<file path="src/rtl/pipe_hazard_unit_pkg.sv">
// Shared types for the hazard/forwarding controller: scoreboard entry,
// forward-select encoding and the source-match predicate used for both operands.
package pipe_hazard_unit_pkg;

  localparam int HZ_RW    = 5;
  localparam int HZ_DEPTH = 3;
  localparam int FSEL_W   = $clog2(HZ_DEPTH + 1);

  typedef logic [FSEL_W-1:0] fwd_sel_t;
  localparam fwd_sel_t FWD_RF = '0;

  typedef struct packed {
    logic             valid;
    logic [HZ_RW-1:0] rd;
    logic             reg_write;
    logic             mem_read;
    logic             set_flags;
  } entry_t;

  function automatic logic src_match(entry_t e, logic [HZ_RW-1:0] rs,
                                     logic [HZ_RW-1:0] zero_reg, logic used);
    return e.valid && e.reg_write && (e.rd == rs) && (rs != zero_reg) && used;
  endfunction

endpackage

</file>
<file path="src/rtl/pipe_hazard_unit_if.sv">
// RF-stage request and pipeline-control response bundle of the hazard unit.
interface pipe_hazard_unit_if #(
  parameter int RW    = pipe_hazard_unit_pkg::HZ_RW,
  parameter int DEPTH = pipe_hazard_unit_pkg::HZ_DEPTH,
  parameter int CNT_W = 16
);
  localparam int FW = $clog2(DEPTH + 1);

  logic          id_valid;
  logic [RW-1:0] id_rs1, id_rs2, id_rd;
  logic          id_rs1_used, id_rs2_used;
  logic          id_reg_write, id_mem_read, id_set_flags, id_flag_use;
  logic          br_taken;
  logic [FW-1:0] fwd_a, fwd_b;
  logic          stall, flush;
  logic [CNT_W-1:0] stall_cnt, flush_cnt;

  modport master (
    output id_valid, id_rs1, id_rs2, id_rd, id_rs1_used, id_rs2_used,
           id_reg_write, id_mem_read, id_set_flags, id_flag_use, br_taken,
    input  fwd_a, fwd_b, stall, flush, stall_cnt, flush_cnt
  );

  modport slave (
    input  id_valid, id_rs1, id_rs2, id_rd, id_rs1_used, id_rs2_used,
           id_reg_write, id_mem_read, id_set_flags, id_flag_use, br_taken,
    output fwd_a, fwd_b, stall, flush, stall_cnt, flush_cnt
  );
endinterface

</file>
<file path="src/rtl/pipe_hazard_unit_sat_counter.sv">
// Event counter that sticks at all-ones instead of wrapping.
module sat_counter #(
  parameter int CNT_W = 16
) (
  input  logic             clk,
  input  logic             rst_n,
  input  logic             inc_i,
  output logic [CNT_W-1:0] cnt_o
);
  logic [CNT_W-1:0] cnt_q, cnt_d;

  always_comb begin
    cnt_d = cnt_q;
    if (inc_i && (cnt_q != '1)) cnt_d = cnt_q + 1'b1;
  end

  always_ff @(posedge clk or negedge rst_n)
    if (!rst_n) cnt_q <= '0;
    else        cnt_q <= cnt_d;

  assign cnt_o = cnt_q;
endmodule

</file>
<file path="src/rtl/pipe_hazard_unit.sv">
// Hazard/forwarding controller beside the RF stage: scoreboard of in-flight
// destinations, per-operand forward selects, load-use/flag stalls, branch flush.
module pipe_hazard_unit import pipe_hazard_unit_pkg::*; #(
  parameter int RW         = HZ_RW,
  parameter int DEPTH      = HZ_DEPTH,
  parameter int ZERO_REG   = 31,
  parameter int LOAD_READY = 1,
  parameter int CNT_W      = 16
) (
  input  logic              clk,
  input  logic              reset,
  pipe_hazard_unit_if.slave hz
);
  localparam int               FW   = $clog2(DEPTH + 1);
  localparam logic [RW-1:0]    ZR_W = RW'(ZERO_REG);
  localparam logic [HZ_RW-1:0] ZR   = HZ_RW'(ZR_W);

  entry_t           ent_q [DEPTH];
  entry_t           ent0_d;
  logic [FW-1:0]    sel_a, sel_b, fwd_a_d, fwd_b_d, fwd_a_q, fwd_b_q;
  logic [HZ_RW-1:0] rs1, rs2;
  logic             ld_use, flag_stall, stall, flush, advance;

  assign rs1 = HZ_RW'(hz.id_rs1);
  assign rs2 = HZ_RW'(hz.id_rs2);

  // Walk oldest to youngest so the youngest producer overwrites the select.
  // A load that is not yet forwardable requests a stall and leaves the select at RF.
  always_comb begin
    ld_use = 1'b0;
    sel_a  = FW'(FWD_RF);
    sel_b  = FW'(FWD_RF);
    for (int k = DEPTH - 1; k >= 0; k--) begin
      if (src_match(ent_q[k], rs1, ZR, hz.id_rs1_used)) begin
        if (ent_q[k].mem_read && (k < LOAD_READY)) begin
          ld_use = 1'b1;
          sel_a  = FW'(FWD_RF);
        end else begin
          sel_a  = FW'(k + 1);
        end
      end
      if (src_match(ent_q[k], rs2, ZR, hz.id_rs2_used)) begin
        if (ent_q[k].mem_read && (k < LOAD_READY)) begin
          ld_use = 1'b1;
          sel_b  = FW'(FWD_RF);
        end else begin
          sel_b  = FW'(k + 1);
        end
      end
    end
  end

  assign flag_stall = hz.id_flag_use && ent_q[0].valid && ent_q[0].set_flags;
  assign flush      = hz.br_taken;
  assign stall      = hz.id_valid && (ld_use || flag_stall) && !flush;
  assign advance    = hz.id_valid && !stall && !flush;

  always_comb begin
    ent0_d = '0;
    if (advance) begin
      ent0_d.valid     = 1'b1;
      ent0_d.rd        = HZ_RW'(hz.id_rd);
      ent0_d.reg_write = hz.id_reg_write;
      ent0_d.mem_read  = hz.id_mem_read;
      ent0_d.set_flags = hz.id_set_flags;
    end
  end

  assign fwd_a_d = advance ? sel_a : FW'(FWD_RF);
  assign fwd_b_d = advance ? sel_b : FW'(FWD_RF);

  // The scoreboard never freezes: stalls and flushes shift a bubble in.
  always_ff @(posedge clk or negedge reset)
    if (!reset) begin
      for (int k = 0; k < DEPTH; k++) ent_q[k] <= '0;
      fwd_a_q <= '0;
      fwd_b_q <= '0;
    end else begin
      ent_q[0] <= ent0_d;
      for (int k = 1; k < DEPTH; k++) ent_q[k] <= ent_q[k-1];
      fwd_a_q <= fwd_a_d;
      fwd_b_q <= fwd_b_d;
    end

  sat_counter #(.CNT_W(CNT_W)) u_stall_cnt (
    .clk(clk), .rst_n(reset), .inc_i(stall), .cnt_o(hz.stall_cnt)
  );
  sat_counter #(.CNT_W(CNT_W)) u_flush_cnt (
    .clk(clk), .rst_n(reset), .inc_i(flush), .cnt_o(hz.flush_cnt)
  );

  assign hz.fwd_a = fwd_a_q;
  assign hz.fwd_b = fwd_b_q;
  assign hz.stall = stall;
  assign hz.flush = flush;
endmodule
</file>
<file path="src/flat_wrapper.sv">
// flat-port wrapper written by rule: the top's interface ports become plain ports
module pipe_hazard_unit_flat import pipe_hazard_unit_pkg::*;
#(
  parameter int RW         = HZ_RW,
  parameter int DEPTH      = HZ_DEPTH,
  parameter int ZERO_REG   = 31,
  parameter int LOAD_READY = 1,
  parameter int CNT_W      = 16
)
  (clk, reset, hz_id_valid, hz_id_rs1, hz_id_rs2, hz_id_rd, hz_id_rs1_used, hz_id_rs2_used, hz_id_reg_write, hz_id_mem_read, hz_id_set_flags, hz_id_flag_use, hz_br_taken, hz_fwd_a, hz_fwd_b, hz_stall, hz_flush, hz_stall_cnt, hz_flush_cnt);
  pipe_hazard_unit_if #(.RW(RW), .DEPTH(DEPTH), .CNT_W(CNT_W)) hz_i ();
  input  logic clk;
  input  logic reset;
  input wire logic [$bits(hz_i.id_valid)-1:0] hz_id_valid;
  input wire logic [$bits(hz_i.id_rs1)-1:0] hz_id_rs1;
  input wire logic [$bits(hz_i.id_rs2)-1:0] hz_id_rs2;
  input wire logic [$bits(hz_i.id_rd)-1:0] hz_id_rd;
  input wire logic [$bits(hz_i.id_rs1_used)-1:0] hz_id_rs1_used;
  input wire logic [$bits(hz_i.id_rs2_used)-1:0] hz_id_rs2_used;
  input wire logic [$bits(hz_i.id_reg_write)-1:0] hz_id_reg_write;
  input wire logic [$bits(hz_i.id_mem_read)-1:0] hz_id_mem_read;
  input wire logic [$bits(hz_i.id_set_flags)-1:0] hz_id_set_flags;
  input wire logic [$bits(hz_i.id_flag_use)-1:0] hz_id_flag_use;
  input wire logic [$bits(hz_i.br_taken)-1:0] hz_br_taken;
  output wire logic [$bits(hz_i.fwd_a)-1:0] hz_fwd_a;
  output wire logic [$bits(hz_i.fwd_b)-1:0] hz_fwd_b;
  output wire logic [$bits(hz_i.stall)-1:0] hz_stall;
  output wire logic [$bits(hz_i.flush)-1:0] hz_flush;
  output wire logic [$bits(hz_i.stall_cnt)-1:0] hz_stall_cnt;
  output wire logic [$bits(hz_i.flush_cnt)-1:0] hz_flush_cnt;
  assign hz_i.id_valid = hz_id_valid;
  assign hz_i.id_rs1 = hz_id_rs1;
  assign hz_i.id_rs2 = hz_id_rs2;
  assign hz_i.id_rd = hz_id_rd;
  assign hz_i.id_rs1_used = hz_id_rs1_used;
  assign hz_i.id_rs2_used = hz_id_rs2_used;
  assign hz_i.id_reg_write = hz_id_reg_write;
  assign hz_i.id_mem_read = hz_id_mem_read;
  assign hz_i.id_set_flags = hz_id_set_flags;
  assign hz_i.id_flag_use = hz_id_flag_use;
  assign hz_i.br_taken = hz_br_taken;
  assign hz_fwd_a = hz_i.fwd_a;
  assign hz_fwd_b = hz_i.fwd_b;
  assign hz_stall = hz_i.stall;
  assign hz_flush = hz_i.flush;
  assign hz_stall_cnt = hz_i.stall_cnt;
  assign hz_flush_cnt = hz_i.flush_cnt;
  pipe_hazard_unit #(.RW(RW), .DEPTH(DEPTH), .ZERO_REG(ZERO_REG), .LOAD_READY(LOAD_READY), .CNT_W(CNT_W)) u_core (.clk(clk), .reset(reset), .hz(hz_i));
endmodule
</file>
<file path="config.mk">
export PLATFORM = sky130hd
export DESIGN_NAME = pipe_hazard_unit_flat
export DESIGN_NICKNAME = d
export VERILOG_FILES = /design/src/rtl/pipe_hazard_unit_pkg.sv /design/src/rtl/pipe_hazard_unit_if.sv /design/src/rtl/pipe_hazard_unit_sat_counter.sv /design/src/rtl/pipe_hazard_unit.sv /design/src/flat_wrapper.sv
export SDC_FILE = /design/constraint.sdc
export NUM_CORES = 1
export LEC_CHECK = 0
export CORE_UTILIZATION = 52
export CTS_BUF_LIST = sky130_fd_sc_hd__clkbuf_4 sky130_fd_sc_hd__clkbuf_8
export DETAILED_ROUTE_END_ITERATION = 10
export GPL_TIMING_DRIVEN = 0
export PLACE_DENSITY = 0.82
export RECOVER_POWER = 25
export SLEW_MARGIN = 30
export SYNTH_ARGS = -nofsm -noshare
export SYNTH_HDL_FRONTEND = slang
export SYNTH_SLANG_ARGS = --single-unit
</file>
<file path="constraint.sdc">
create_clock -name clk -period 3.1 [get_ports clk]
set_clock_uncertainty 0.15 [all_clocks]
set_input_delay 0.465 -clock clk [delete_from_list [all_inputs] [get_ports clk]]
set_output_delay 0.465 -clock clk [all_outputs]
set_load 0.02 [all_outputs]
</file>
# Word level (Yosys, flattened, before mapping)
# Index checks and enable logic that the tools add are counted.
[totals]
mem_count = 0
latch_bits = 0
in_bits = 25
elab_cells = 73
mem_bits_ro = 0
mem_bits_rw = 0
register_bits = 59
out_inout_bits = 38
[classes]
reduce_logical = 32
muxes = 14
mul = 0
n_addsub = 2
n_div = 0
order_cmp = 0
eq_ne = 10
shifts = 0
bitwise_logic = 0
[ops]
columns = ["op", "n"]
rows = [
  ["$add A16 B1 Y16 const B", 2],
  ["$ne A16 B16 Y1 const B", 2],
  ["$eq A5 B5 Y1", 6],
  ["$logic_and A1 B1 Y1", 29],
  ["$mux W2", 8],
  ["$ne A5 B5 Y1 const B", 2],
  ["$mux W9", 1],
  ["$mux W1", 5],
  ["$logic_not A1 Y1", 2],
  ["$logic_or A1 B1 Y1", 1],
]

# Depth between registers and ports, before layout
# Gate-level depths: netlist of the first run.
[depth]
depth_word = 14
ltp_mapped = 8

# Cells and area by module
# A second synthesis of the first run with hierarchy kept.
[unflattened]
hier_cells = 254
area_unflattened_um2 = 3095.5
[modules_own_cells]
columns = ["mod", "instances", "area_per_inst_um2", "cells_each"]
rows = [
  ["sat_counter", 2, 859.6, 72],
  ["pipe_hazard_unit", 1, 1376.3, 110],
]

# Worst setup path after synthesis of the first run
# Ideal clock, no wire load.
[synth_path]
path_type = "reg2reg"
from = "reg u_core.u_stall_cnt.cnt_q[0] (netlist: u_core.u_stall_cnt.cnt_o[0])"
to = "reg u_core.u_stall_cnt.cnt_q[10] (netlist: u_core.u_stall_cnt.cnt_o[10])"
setup_slack_ns = 0.835
arrival_time_ns = 2.036
synth_period_minus_slack_ns = 2.265
stages_incl_launch_ff = 9
required_time_ns = 2.870
cell_sequence = "dfrtp_1 ha_1 and2_1 nand4_2 nor2_1 a211o_2 buf_2 nor4_1 xor2_1"
[synth_between]
elab_chain_cells = 2
elab_cells_between_ends = 3
cone_classes = "add/sub (1); eq/ne (1); reduce/logical (1)"
[synth_lines]
columns = ["element", "line", "source"]
rows = [
  ["from (decl)", "pipe_hazard_unit_sat_counter.sv:10", "logic [CNT_W-1:0] cnt_q, cnt_d;"],
  ["from (signal assigned)", "pipe_hazard_unit_sat_counter.sv:19", "else cnt_q <= cnt_d;"],
  ["parallel branches: the longest is 2 deep, another holds $add A16 B1 Y16", "-", ""],
]
# Parallel ways; which one is timed is not known.
# A chain may end at the register's enable or synchronous reset.

# Worst setup path in the final report of the first run
[layout_path]
from = "in hz_id_rs1[4]"
to = "out hz_stall"
[layout_between]
elab_chain_cells = 10
elab_cells_between_ends = 11
cone_classes = "eq/ne (2); mux (3); reduce/logical (6)"
[layout_lines]
columns = ["element", "line", "source"]
rows = [
  ["from (decl)", "flat_wrapper.sv:15", "input wire logic [$bits(hz_i.id_rs1)-1:0] hz_id_rs1;"],
  ["$eq A5 B5 Y1", "pipe_hazard_unit_pkg.sv:22", "return e.valid && e.reg_write && (e.rd == rs) && (rs != zero_reg) && used;"],
  ["$logic_and A1 B1 Y1", "pipe_hazard_unit_pkg.sv:22", ""],
  ["$logic_and A1 B1 Y1 (*) (2 in series)", "pipe_hazard_unit_pkg.sv:22", ""],
  ["$mux W1 (*)", "pipe_hazard_unit.sv:34", "if (src_match(ent_q[k], rs1, ZR, hz.id_rs1_used)) begin"],
  ["$mux W1", "pipe_hazard_unit.sv:43", "if (ent_q[k].mem_read && (k < LOAD_READY)) begin"],
  ["$mux W1 (*)", "pipe_hazard_unit.sv:42", "if (src_match(ent_q[k], rs2, ZR, hz.id_rs2_used)) begin"],
  ["$logic_or A1 B1 Y1 (*)", "pipe_hazard_unit.sv:55", "assign stall = hz.id_valid && (ld_use || flag_stall) && !flush;"],
  ["$logic_and A1 B1 Y1 (*) (2 in series)", "pipe_hazard_unit.sv:55", ""],
  ["to (decl)", "flat_wrapper.sv:27", "output wire logic [$bits(hz_i.stall)-1:0] hz_stall;"],
]
# Every way passes the cells marked *; elsewhere a longest branch is shown, timed or not.

==> flow_summary.toml, run 1 <==
[outcome]
status = "complete, no violations"

[grt]
globalRouteOverflowTotal = 0
track_usage = 0.235
grt_max_degree = 38
grt_pass1_vias = 2041
antenna_found_initial = 0
grt_first_pass_wirelength_um = 9530

[timing]
worst-slew-pin-transition_ns = 1.17
setup_tns_ns = 0
slew-limit-headroom = 0.217
setup_violations = 0
fin_crit_ns = 2.92
finalHoldViolCount = 0
slew_violations = 0
fin_hold_ws_ns = 0.223
fin_crit_sh = 0.943
fmax_ghz = 0.342
rsz0062_at_grt = "false"

[drt]
dr.pass1.iters = 4
vias_per_cell = 5.33
drt-total-wl_um = 5850
vias = 2061
wl_per_cell_um = 15.1
drtIter0Drc = 80
drc_errors = 0
ant_nets = 0

[cts]
clockBufferDepth = 2
root_buffer = "clkbuf_8"
h-tree-depth = 3
clkLatencyLatePin_ns = 0.32
clock_sinks = 59
cts_made_buffers = 9
tritoncts = "yes"
path_clk_slew_ns = 0.06

[worst_setup_path]
path_cells = "clkdlybuf4s50_1 > xor2_1 > nor4_1 > nand4_1 > nand2_1 > a21oi_1 > nor2_1 > clkbuf_2"
crit_slowest_cell = "clkdlybuf4s50_1"
required_ns = 2.48
cpPeakStageDelay_ns = 0.55
critPathCaptureType = "output pin"
path_class = "input port to output pin"
path_max_fanout = 4
cp.arrival_ns = 2.31
cp-start-kind = "input port"

[synth]
syn_inst = 238
syn_area_per_cell_um2 = 11.6
synth_area_um2 = 2770
synth-edff-count = 0
async_flop_share = 1.00
yosysTopAreaCellShare = 0.534
synth_top_area_cell = "dfrtp_1"
ys_types = 33
synth_flop_cell = "dfrtp_1"
yosys_register_bits = 59
ys_warn_count = 0
synth_nets = 265
ys_seq_area_frac = 0.534
synth.area.top_cells = "dfrtp_1, xnor2_1, xor2_1"

[die]
start_util = 0.542
row_count = 26
die_w_um = 74.9
fp.dieH_um = 74.9
pin_count = 63
fp.coreArea_um2 = 5110
die_area_um2 = 5620

[final_layout]
num-nets-final = 340
fillers = 365
final_common_cell = "clkdlybuf4s50_1"
n_antenna_cell = 0
layout_common_cells = "clkdlybuf4s50_1, dfrtp_1, xnor2_1"
finish.utilization = 0.720
multi_input_area_um2 = 1240
fin_cells = 387
synthToLayoutAreaGrowth_pct = 33.0
drive_above_1_share = 0.110
seq_area_um2 = 1480

[pwr]
vdd_drop_max_mv = 0.430
leakagePower_nw = 1.67
powerDensity_nw_per_um2 = 519

[place]
dp_hpwl_um = 4140
place.gp.congestion = 0.843
place_inst = 371
port-buffer-count = 62

[min_path]
hold_class = "flop to flop"

[flow_run]
cap_viol_max_count = 0
[state kept, by name, summed over array words and instances (netlist names)]
name,cells
u_core.u_stall_cnt.cnt_o,16
u_core.hz.fwd_b,2
u_core.hz.fwd_a,2
u_core.u_flush_cnt.cnt_o,16
u_core.ent_q,23
[metrics by stage]
| step | area, µm² | power (mW) | setup WS [ns] |
|---|---|---|---|
| 6_report | 3680 | 1.91 | 0.176 |
| 5_1_grt | 3680 | 1.98 | 0.0456 |
| 3_5_place_dp | 3490 | 1.21 | -0.244 |
| 4_1_cts | 3700 | 1.92 | 0.0108 |
| 2_1_floorplan | 2770 | 1.04 | 0.835 |
| 3_3_place_gp | 3470 | 1.20 | -0.370 |
[metal layers]
layer | up-vias | part of all wire | track usage
met3 | 17 | 0.057 | 0.0643
li1 | 971 | - | -
met2 | 73 | 0.48 | 0.377
met5 | - | 0 | 0
met1 | 1000 | 0.44 | 0.290
met4 | 0 | 0.031 | 0.130
[layout make-up]
class,instances,share of cell area
clock buffer,13,0.0452
buffer,5,0.0105
timing repair buffer,64,0.170
inverter,3,0.00306
clock inverter,2,0.00952
sequential,59,0.401
multi-input combinational,171,0.337
tap,70,0.0238
[Yosys cell counts (2+ instances only)]
| master | count |
|---|---|
| dfrtp_1 | 59 |
| xnor2_1 | 35 |
| xor2_1 | 24 |
| nand2_1 | 17 |
| nand3_1 | 13 |
| nand4_1 | 13 |
| and2_1 | 10 |
| nor2_1 | 10 |
| and3_1 | 9 |
| nor4_1 | 8 |
| nor3_2 | 7 |
| inv_1 | 3 |
| nand2b_1 | 3 |
| a21boi_0 | 2 |
| a21oi_1 | 2 |
| and4_1 | 2 |
| buf_6 | 2 |
| ha_1 | 2 |
| nor3b_2 | 2 |
| o211a_1 | 2 |
[power by group]
part	total (mW)	switching, mW	internal, mW
sequential	0.888	0.0643	0.824
combinational	0.312	0.151	0.161
clock	0.708	0.281	0.428
[critical path: cells and delay by family]
kind	cells	cell delay, ns
compound gates	1	0.08
xor+xnor	1	0.21
buf+inv	2	0.74
simple gates	4	0.82
[path summary, 6_finish.rpt]
check,from,endpoint,slack (ns),cells after the start
min in group asynchronous,reset,u_core.u_stall_cnt.cnt_o[10],0.75,2
setup / recovery,hz_id_rs1[4],hz_stall,0.18,8
hold reg to reg,u_core.ent_q[17],u_core.ent_q[8],0.22,0
hold / removal,u_core.ent_q[17],u_core.ent_q[8],0.22,0
setup reg to reg,u_core.u_stall_cnt.cnt_o[0],u_core.u_stall_cnt.cnt_o[10],0.75,8
max in group asynchronous,reset,u_core.ent_q[24],0.56,3
[logic make-up (layout without fill, tap and decap cells)]
group / after synthesis / count (layout) / share of synthesized area
and+or+nand+nor: 99 / 99 / 0.220
xor gates and xnor gates: 59 / 59 / 0.187
DFF: 59 / 59 / 0.534
AOI/OAI and AO/OA: 10 / 10 / 0.0285
buffers and inverters: 8 / 87 / 0.0181
adders and majority gates: 2 / 2 / 0.00904
muxes: 1 / 1 / 0.00407
[repair_timing]
| item | in CTS | in global routing |
|---|---|---|
| gates resized for setup | 1 | 2 |
| pin swaps | 0 | 0 |
| setup buffers | 0 | 0 |
| endpoints found under the setup margin | 1 | 1 |
| hold endpoints to repair | 22 | 0 |
| hold buffers | 1 | 0 |
(Power assumes the default switching activity.)
==> inputs of run 2 (changes only) <==
--- a/config.mk
+++ b/config.mk
@@ -5,7 +5,7 @@
 export SDC_FILE = /design/constraint.sdc
 export NUM_CORES = 1
 export LEC_CHECK = 0
-export CORE_UTILIZATION = 52
+export CORE_UTILIZATION = 53
 export CTS_BUF_LIST = sky130_fd_sc_hd__clkbuf_4 sky130_fd_sc_hd__clkbuf_8
 export DETAILED_ROUTE_END_ITERATION = 10
 export GPL_TIMING_DRIVEN = 0
@@ -14,4 +14,5 @@
 export SLEW_MARGIN = 30
 export SYNTH_ARGS = -nofsm -noshare
 export SYNTH_HDL_FRONTEND = slang
+export SYNTH_HIERARCHICAL = 1
 export SYNTH_SLANG_ARGS = --single-unit
==> run 2 against run 1 <==
Sequential share of layout area down 3.3 points. Design area up 9.0%. Clock power down 16%. Non-clock buffer count unchanged. Critical endpoint unchanged. Largest power group unchanged. Highest routed layer unchanged.
==> flow_summary.toml, run 2 <==
[outcome]
status = "complete, no violations"

[timing]
fin_crit_ns = 3.00
fin_crit_sh = 0.966
rsz0062_at_grt = "false"
slew_violations = 0
finalHoldViolCount = 0
worst-slew-pin-transition_ns = 1.15
slew-limit-headroom = 0.232
setup_violations = 0
fmax_ghz = 0.334

[grt]
grt_pass1_vias = 2368
track_usage = 0.243
globalRouteOverflowTotal = 0
grt_first_pass_wirelength_um = 11300
antenna_found_initial = 0
grt_max_degree = 40

[worst_setup_path]
crit_slowest_cell = "clkdlybuf4s50_1"
cpPeakStageDelay_ns = 0.52
path_class = "input port to output pin"
cp-start-kind = "input port"
reg2reg_depth = 10
path_buf_inv = 2
cp.arrival_ns = 2.38
timing.rr.start = "u_core/ent_q[22]"
r2r_setup_slack_ns = 0.51
critPathTopFamily = "buffers and inverters"
critPathCaptureType = "output pin"
required_ns = 2.48
r2r-end = "u_core/u_stall_cnt/cnt_o[5]"
path_max_fanout = 4
path_cells = "clkdlybuf4s50_1 > xnor2_1 > nand4bb_1 > nor2_2 > o21ai_0 > a21oi_2 > dlygate4sd2_1"

[place]
dpl_cell_area_um2 = 3820
dp_hpwl_um = 4890
port-buffer-count = 62
place.gp.congestion = 0.839
place_inst = 389

[drt]
drc_errors = 0
drtIter0Drc = 137
dr.pass1.iters = 4
vias = 2372
vias_per_cell = 5.83
wl_per_cell_um = 16.7
ant_nets = 0
drt-total-wl_um = 6780

[pwr]
powerDensity_nw_per_um2 = 465
switchingPower_mw = 0.543
power_frac_comb = 0.190
power_frac_seq = 0.490
vdd_drop_max_mv = 0.516
clkPwrFrac = 0.320
leakagePower_nw = 1.63
power.internal_mw = 1.32
swShare = 0.291

[synth]
yosysMostFrequentCell = "dfrtp_1"
async_flop_share = 1.00
synth_top_area_cell = "dfrtp_1"
ys_types = 45
syn_area_per_cell_um2 = 12.2
yosys_register_bits = 59
ys_seq_area_frac = 0.477
yosysTopAreaCellShare = 0.477
synth.area.top_cells = "dfrtp_1, xnor2_1, nand4_1"
ys_warn_count = 6
synth_area_um2 = 3100
ys_top_cells_by_count = "dfrtp_1, xnor2_1, nand4_1, nand3_1, nand2_1"
synth-edff-count = 0
synth_nets = 281
synth_flop_cell = "dfrtp_1"
syn_inst = 254

[cts]
cts_made_buffers = 9
clockBufferDepth = 2
path_clk_slew_ns = 0.06
clock_sinks = 59
clkLatencyLatePin_ns = 0.33
root_buffer = "clkbuf_8"
tritoncts = "yes"
h-tree-depth = 3

[die]
fp.dieH_um = 78.4
fp.coreArea_um2 = 5570
pin_count = 63
row_count = 27
start_util = 0.555
die_area_um2 = 6150
die_w_um = 78.4

[min_path]
min_to = "u_core/ent_q[2]"
holdPathStages = 0
hold_class = "flop to flop"
hp-start = "u_core/ent_q[11]"

[final_layout]
synthToLayoutAreaGrowth_pct = 29.5
num-nets-final = 358
top_register = "u_core/ent_q"
n_antenna_cell = 0
drive_above_1_share = 0.176
largest_reg_flops = 23
fin_cells = 407
layout_common_cells = "clkdlybuf4s50_1, dfrtp_1, xnor2_1"
final_common_cell = "clkdlybuf4s50_1"
fin_area_um2 = 4010
finish.utilization = 0.719

[flow_run]
cap_viol_max_count = 0
-- run 2: cell families after synthesis --
family / count (synthesis) / share of synthesized area
adders and majority gates: 2 / 0.00808
and+or+nand+nor: 105 / 0.275
DFF: 59 / 0.477
xor gates and xnor gates: 44 / 0.124
AOI/OAI and AO/OA: 38 / 0.0966
muxes: 2 / 0.00728
buffers and inverters: 4 / 0.0113
-- run 2: cell type report --
cell class	count	area, µm²
buffer	3	31.3
clock buffer	12	153
clock inverter	3	15.0
fill	396	1560
inverter	1	3.75
multi-input combinational	191	1600
sequential	59	1480
tap	72	90.1
timing repair buffer	66	643
-- run 2: worst max-delay path by stage --
stage | from | endpoint | slack [ns] | depth (start not counted)
after floorplan | hz_id_rs2[0] | u_core/u_stall_cnt/cnt_o[14] | 0.20 | 9
after global placement | hz_id_rs2[1] | hz_stall | -0.70 | 7
after detailed placement | hz_id_rs2[1] | hz_stall | -0.76 | 7
after CTS | hz_id_rs1[2] | hz_stall | 0.14 | 7
after global routing | hz_id_rs1[2] | hz_stall | 0.006 | 7
final | hz_id_rs1[1] | hz_stall | 0.10 | 7
-- run 2: power groups by stage --
stage	combinational, mW	clock [mW]	sequential [mW]
final	0.355	0.596	0.912
after global routing	0.382	0.649	0.921
after CTS	0.362	0.613	0.910
after detailed placement	0.357	0	0.921
after global placement	0.344	0	0.923
after floorplan	0.131	0	0.960
-- run 2: layer usage --
layer / part of all wire / routed length, µm / vias to the layer above / GRT usage
met1: 0.43 / 2890 / 1137 / 0.314
met2: 0.49 / 3340 / 97 / 0.395
met4: 0.020 / 138 / 0 / 0.122
met3: 0.061 / 414 / 14 / 0.0407
li1: - / - / 1124 / -
met5: 0 / 0 / - / 0
-- run 2: stage by stage --
stage | total power, mW | hold WS, ns | TNS (ns) | worst slack [ns]
after global routing | 1.95 | 0.259 | 0 | 0.00607
after detailed placement | 1.28 | 0.210 | -6.68 | -0.759
after floorplan | 1.09 | 0.0194 | 0 | 0.201
after global placement | 1.27 | 0.210 | -29.59 | -0.704
after CTS | 1.88 | 0.223 | 0 | 0.140
final | 1.86 | 0.228 | 0 | 0.104
-- run 2: worst register-to-register path: stages, from the launching register on --
cell       delay (ns)
dfrtp_1          0.41
xnor2_1          0.24
nand4bb_1        0.19
nor2_2           0.20
o21ai_0          0.14
a21oi_2          0.21
buf_4            0.18
and3_1           0.27
and4_2           0.28
o211ai_1         0.09
o21a_1           0.12
-- run 2: what timing repair did --
action                                  in CTS  in global routing
hold endpoints to repair                    20                  0
endpoints found under the setup margin      13                  0
setup buffers                                2                  0
resized for setup                            4                  0
hold buffers                                 1                  0
==> inputs of run 3 (changes only) <==
--- a/config.mk
+++ b/config.mk
@@ -5,11 +5,12 @@
 export SDC_FILE = /design/constraint.sdc
 export NUM_CORES = 1
 export LEC_CHECK = 0
-export CORE_UTILIZATION = 53
-export CTS_BUF_LIST = sky130_fd_sc_hd__clkbuf_4 sky130_fd_sc_hd__clkbuf_8
+export CELL_PAD_IN_SITES_DETAIL_PLACEMENT = 0
+export CELL_PAD_IN_SITES_GLOBAL_PLACEMENT = 1
+export CORE_UTILIZATION = 41
 export DETAILED_ROUTE_END_ITERATION = 10
 export GPL_TIMING_DRIVEN = 0
-export PLACE_DENSITY = 0.82
+export PLACE_DENSITY_LB_ADDON = 0.1
 export RECOVER_POWER = 25
 export SLEW_MARGIN = 30
 export SYNTH_ARGS = -nofsm -noshare
==> run 3 against run 2 <==
Core utilization is 15 points lower. Sequential cell count stayed put. Register-to-register slack worse by 0.07 ns. First-iteration DRC count is 34% lower. Count of clock-buffer cells in the layout is 3 lower. Sequential power hardly changed. Sequential share of layout area is 1.3 points lower. Critical path depth stayed put. Cell count is 6.9% higher. Combinational power hardly changed. Total power is 18% higher.
==> flow_summary.toml, run 3 (synthesis results as in run 2) <==
[cts]
h-tree-depth = 3
cts_made_buffers = 9
path_clk_slew_ns = 0.07
tritoncts = "yes"
clock_sinks = 59
clockBufferDepth = 2
clkLatencyLatePin_ns = 0.33
root_buffer = "clkbuf_8"

[timing]
finalHoldViolCount = 0
rsz0062_at_grt = "false"
fin_crit_sh = 0.942
slew-limit-headroom = 0.247
fmax_ghz = 0.342
worst-slew-pin-transition_ns = 1.13
fin_hold_ws_ns = 0.223
fin_crit_ns = 2.92
setup_violations = 0
setup_tns_ns = 0
slew_violations = 0
worst_slack_ns = 0.180

[final_layout]
num-nets-final = 358
synthToLayoutAreaGrowth_pct = 34.3
n_antenna_cell = 0
largest_reg_flops = 23
drive_above_1_share = 0.188
top_register = "u_core/ent_q"
final_common_cell = "clkdlybuf4s50_1"
layout_common_cells = "clkdlybuf4s50_1, dfrtp_1, xnor2_1"

[die]
die_w_um = 88.9
pin_count = 63
fp.dieH_um = 88.9
die_area_um2 = 7900
row_count = 31
fp.coreArea_um2 = 7290
start_util = 0.425

[worst_setup_path]
r2r_setup_slack_ns = 0.44
cp-start-kind = "input port"
timing.rr.start = "u_core/ent_q[22]"
r2r-end = "u_core/u_stall_cnt/cnt_o[14]"
path_class = "input port to output pin"
cp.arrival_ns = 2.31
critPathCaptureType = "output pin"
path_max_fanout = 4
reg2reg_depth = 10
required_ns = 2.48

[grt]
grt.met1_usage = 0.247
globalRouteOverflowTotal = 0
grt_pass1_vias = 2217
grt_max_degree = 48
antenna_found_initial = 0
global_route.usage.met2 = 0.300
grt.met3_usage = 0.0332
track_usage = 0.187
top_usage_layer = "met2"
grt_first_pass_wirelength_um = 10900

[place]
pre_cts_ws_ns = -0.756
dp_hpwl_um = 5020
port-buffer-count = 62
place.gp.congestion = 0.807

[min_path]
hp-start = "u_core/ent_q[11]"
holdPathStages = 0
min_to = "u_core/ent_q[2]"
hold_class = "flop to flop"

[pwr]
vdd_drop_max_mv = 0.422
powerDensity_nw_per_um2 = 528
power_mw = 2.20
leakagePower_nw = 1.69

[drt]
wl_per_cell_um = 15.8
dr.pass1.iters = 4
drtIter0Drc = 90
vias_per_cell = 5.25
ant_nets = 0
vias = 2283
drc_errors = 0
drt-total-wl_um = 6860

[outcome]
status = "complete, no violations"

[flow_run]
cap_viol_max_count = 0
run 3: cell types whose count changed in the layout (fill, tap and decap cells not counted):
cell | previous run | this run
clkinv_2 | 3 | 1
clkinvlp_4 | 0 | 2
clkbuf_2 | 1 | 2
dlygate4sd2_1 | 1 | 0
nor3_2 | 2 | 1
nor3_4 | 0 | 1
clkbuf_8 | 10 | 9
xnor2_1 | 33 | 31
xnor2_2 | 1 | 3
bufinv_16 | 0 | 4
clkbuf_4 | 2 | 0
run 3: timing repair:
action                                 4_1_cts  5_1_grt
setup endpoints to repair                   11        4
hold buffers                                 1        0
resized for setup                            5        4
setup buffers                                2        0
pin swaps                                    2        0
endpoints found under the hold margin       12        0
run 3: worst max path at each step:
stage,cells past startpoint,slack (ns),from,endpoint
floorplan,9,0.20,hz_id_rs2[0],u_core/u_stall_cnt/cnt_o[14]
global placement,7,-0.77,hz_id_rs2[1],hz_stall
detailed placement,7,-0.76,hz_id_rs2[0],hz_stall
CTS,7,0.09,hz_id_rs1[3],hz_stall
global route,11,0.003,hz_id_rs2[1],u_core/u_stall_cnt/cnt_o[14]
finish,7,0.18,hz_id_rs2[1],hz_stall
run 3: layout make-up:
class                   instances  area (µm²)
plain buffers                   3        31.3
clock buffers                   9         124
clock inverters                 7         140
fillers                       653        3130
inverters                       1        3.75
multi-input cells             191        1620
flip-flops and latches         59        1480
well taps                      99         124
repair buffers                 66         639
run 3: routing by layer:
layer  part of all wire  wire (µm)
met1               0.46       3160
met2               0.49       3350
met3              0.037        253
met4              0.015        106
met5                  0          0
run 3: per-stage QoR:
step | instances | utilization | area, µm²
after CTS | 435 | 0.573 | 4180
after detailed placement | 416 | 0.530 | 3860
final | 435 | 0.570 | 4160
after floorplan | 254 | - | 3100
after global placement | 415 | 0.527 | 3840
after global routing | 435 | 0.570 | 4160
run 3: report_power, final:
| part | internal (mW) | switching, mW | total [mW] | leakage (nW) |
|---|---|---|---|---|
| sequential | 0.825 | 0.0857 | 0.911 | 0.799 |
| clock | 0.614 | 0.315 | 0.929 | 0.125 |
| combinational | 0.175 | 0.181 | 0.356 | 0.764 |
| total | 1.61 | 0.582 | 2.20 | 1.69 |
run 3: worst max-delay path, stage by stage:
cell	delay, ns
clkdlybuf4s50_1	0.51
xnor2_1	0.27
nand4_1	0.21
nor4_4	0.23
o21ai_0	0.17
a21oi_2	0.24
clkbuf_2	0.20
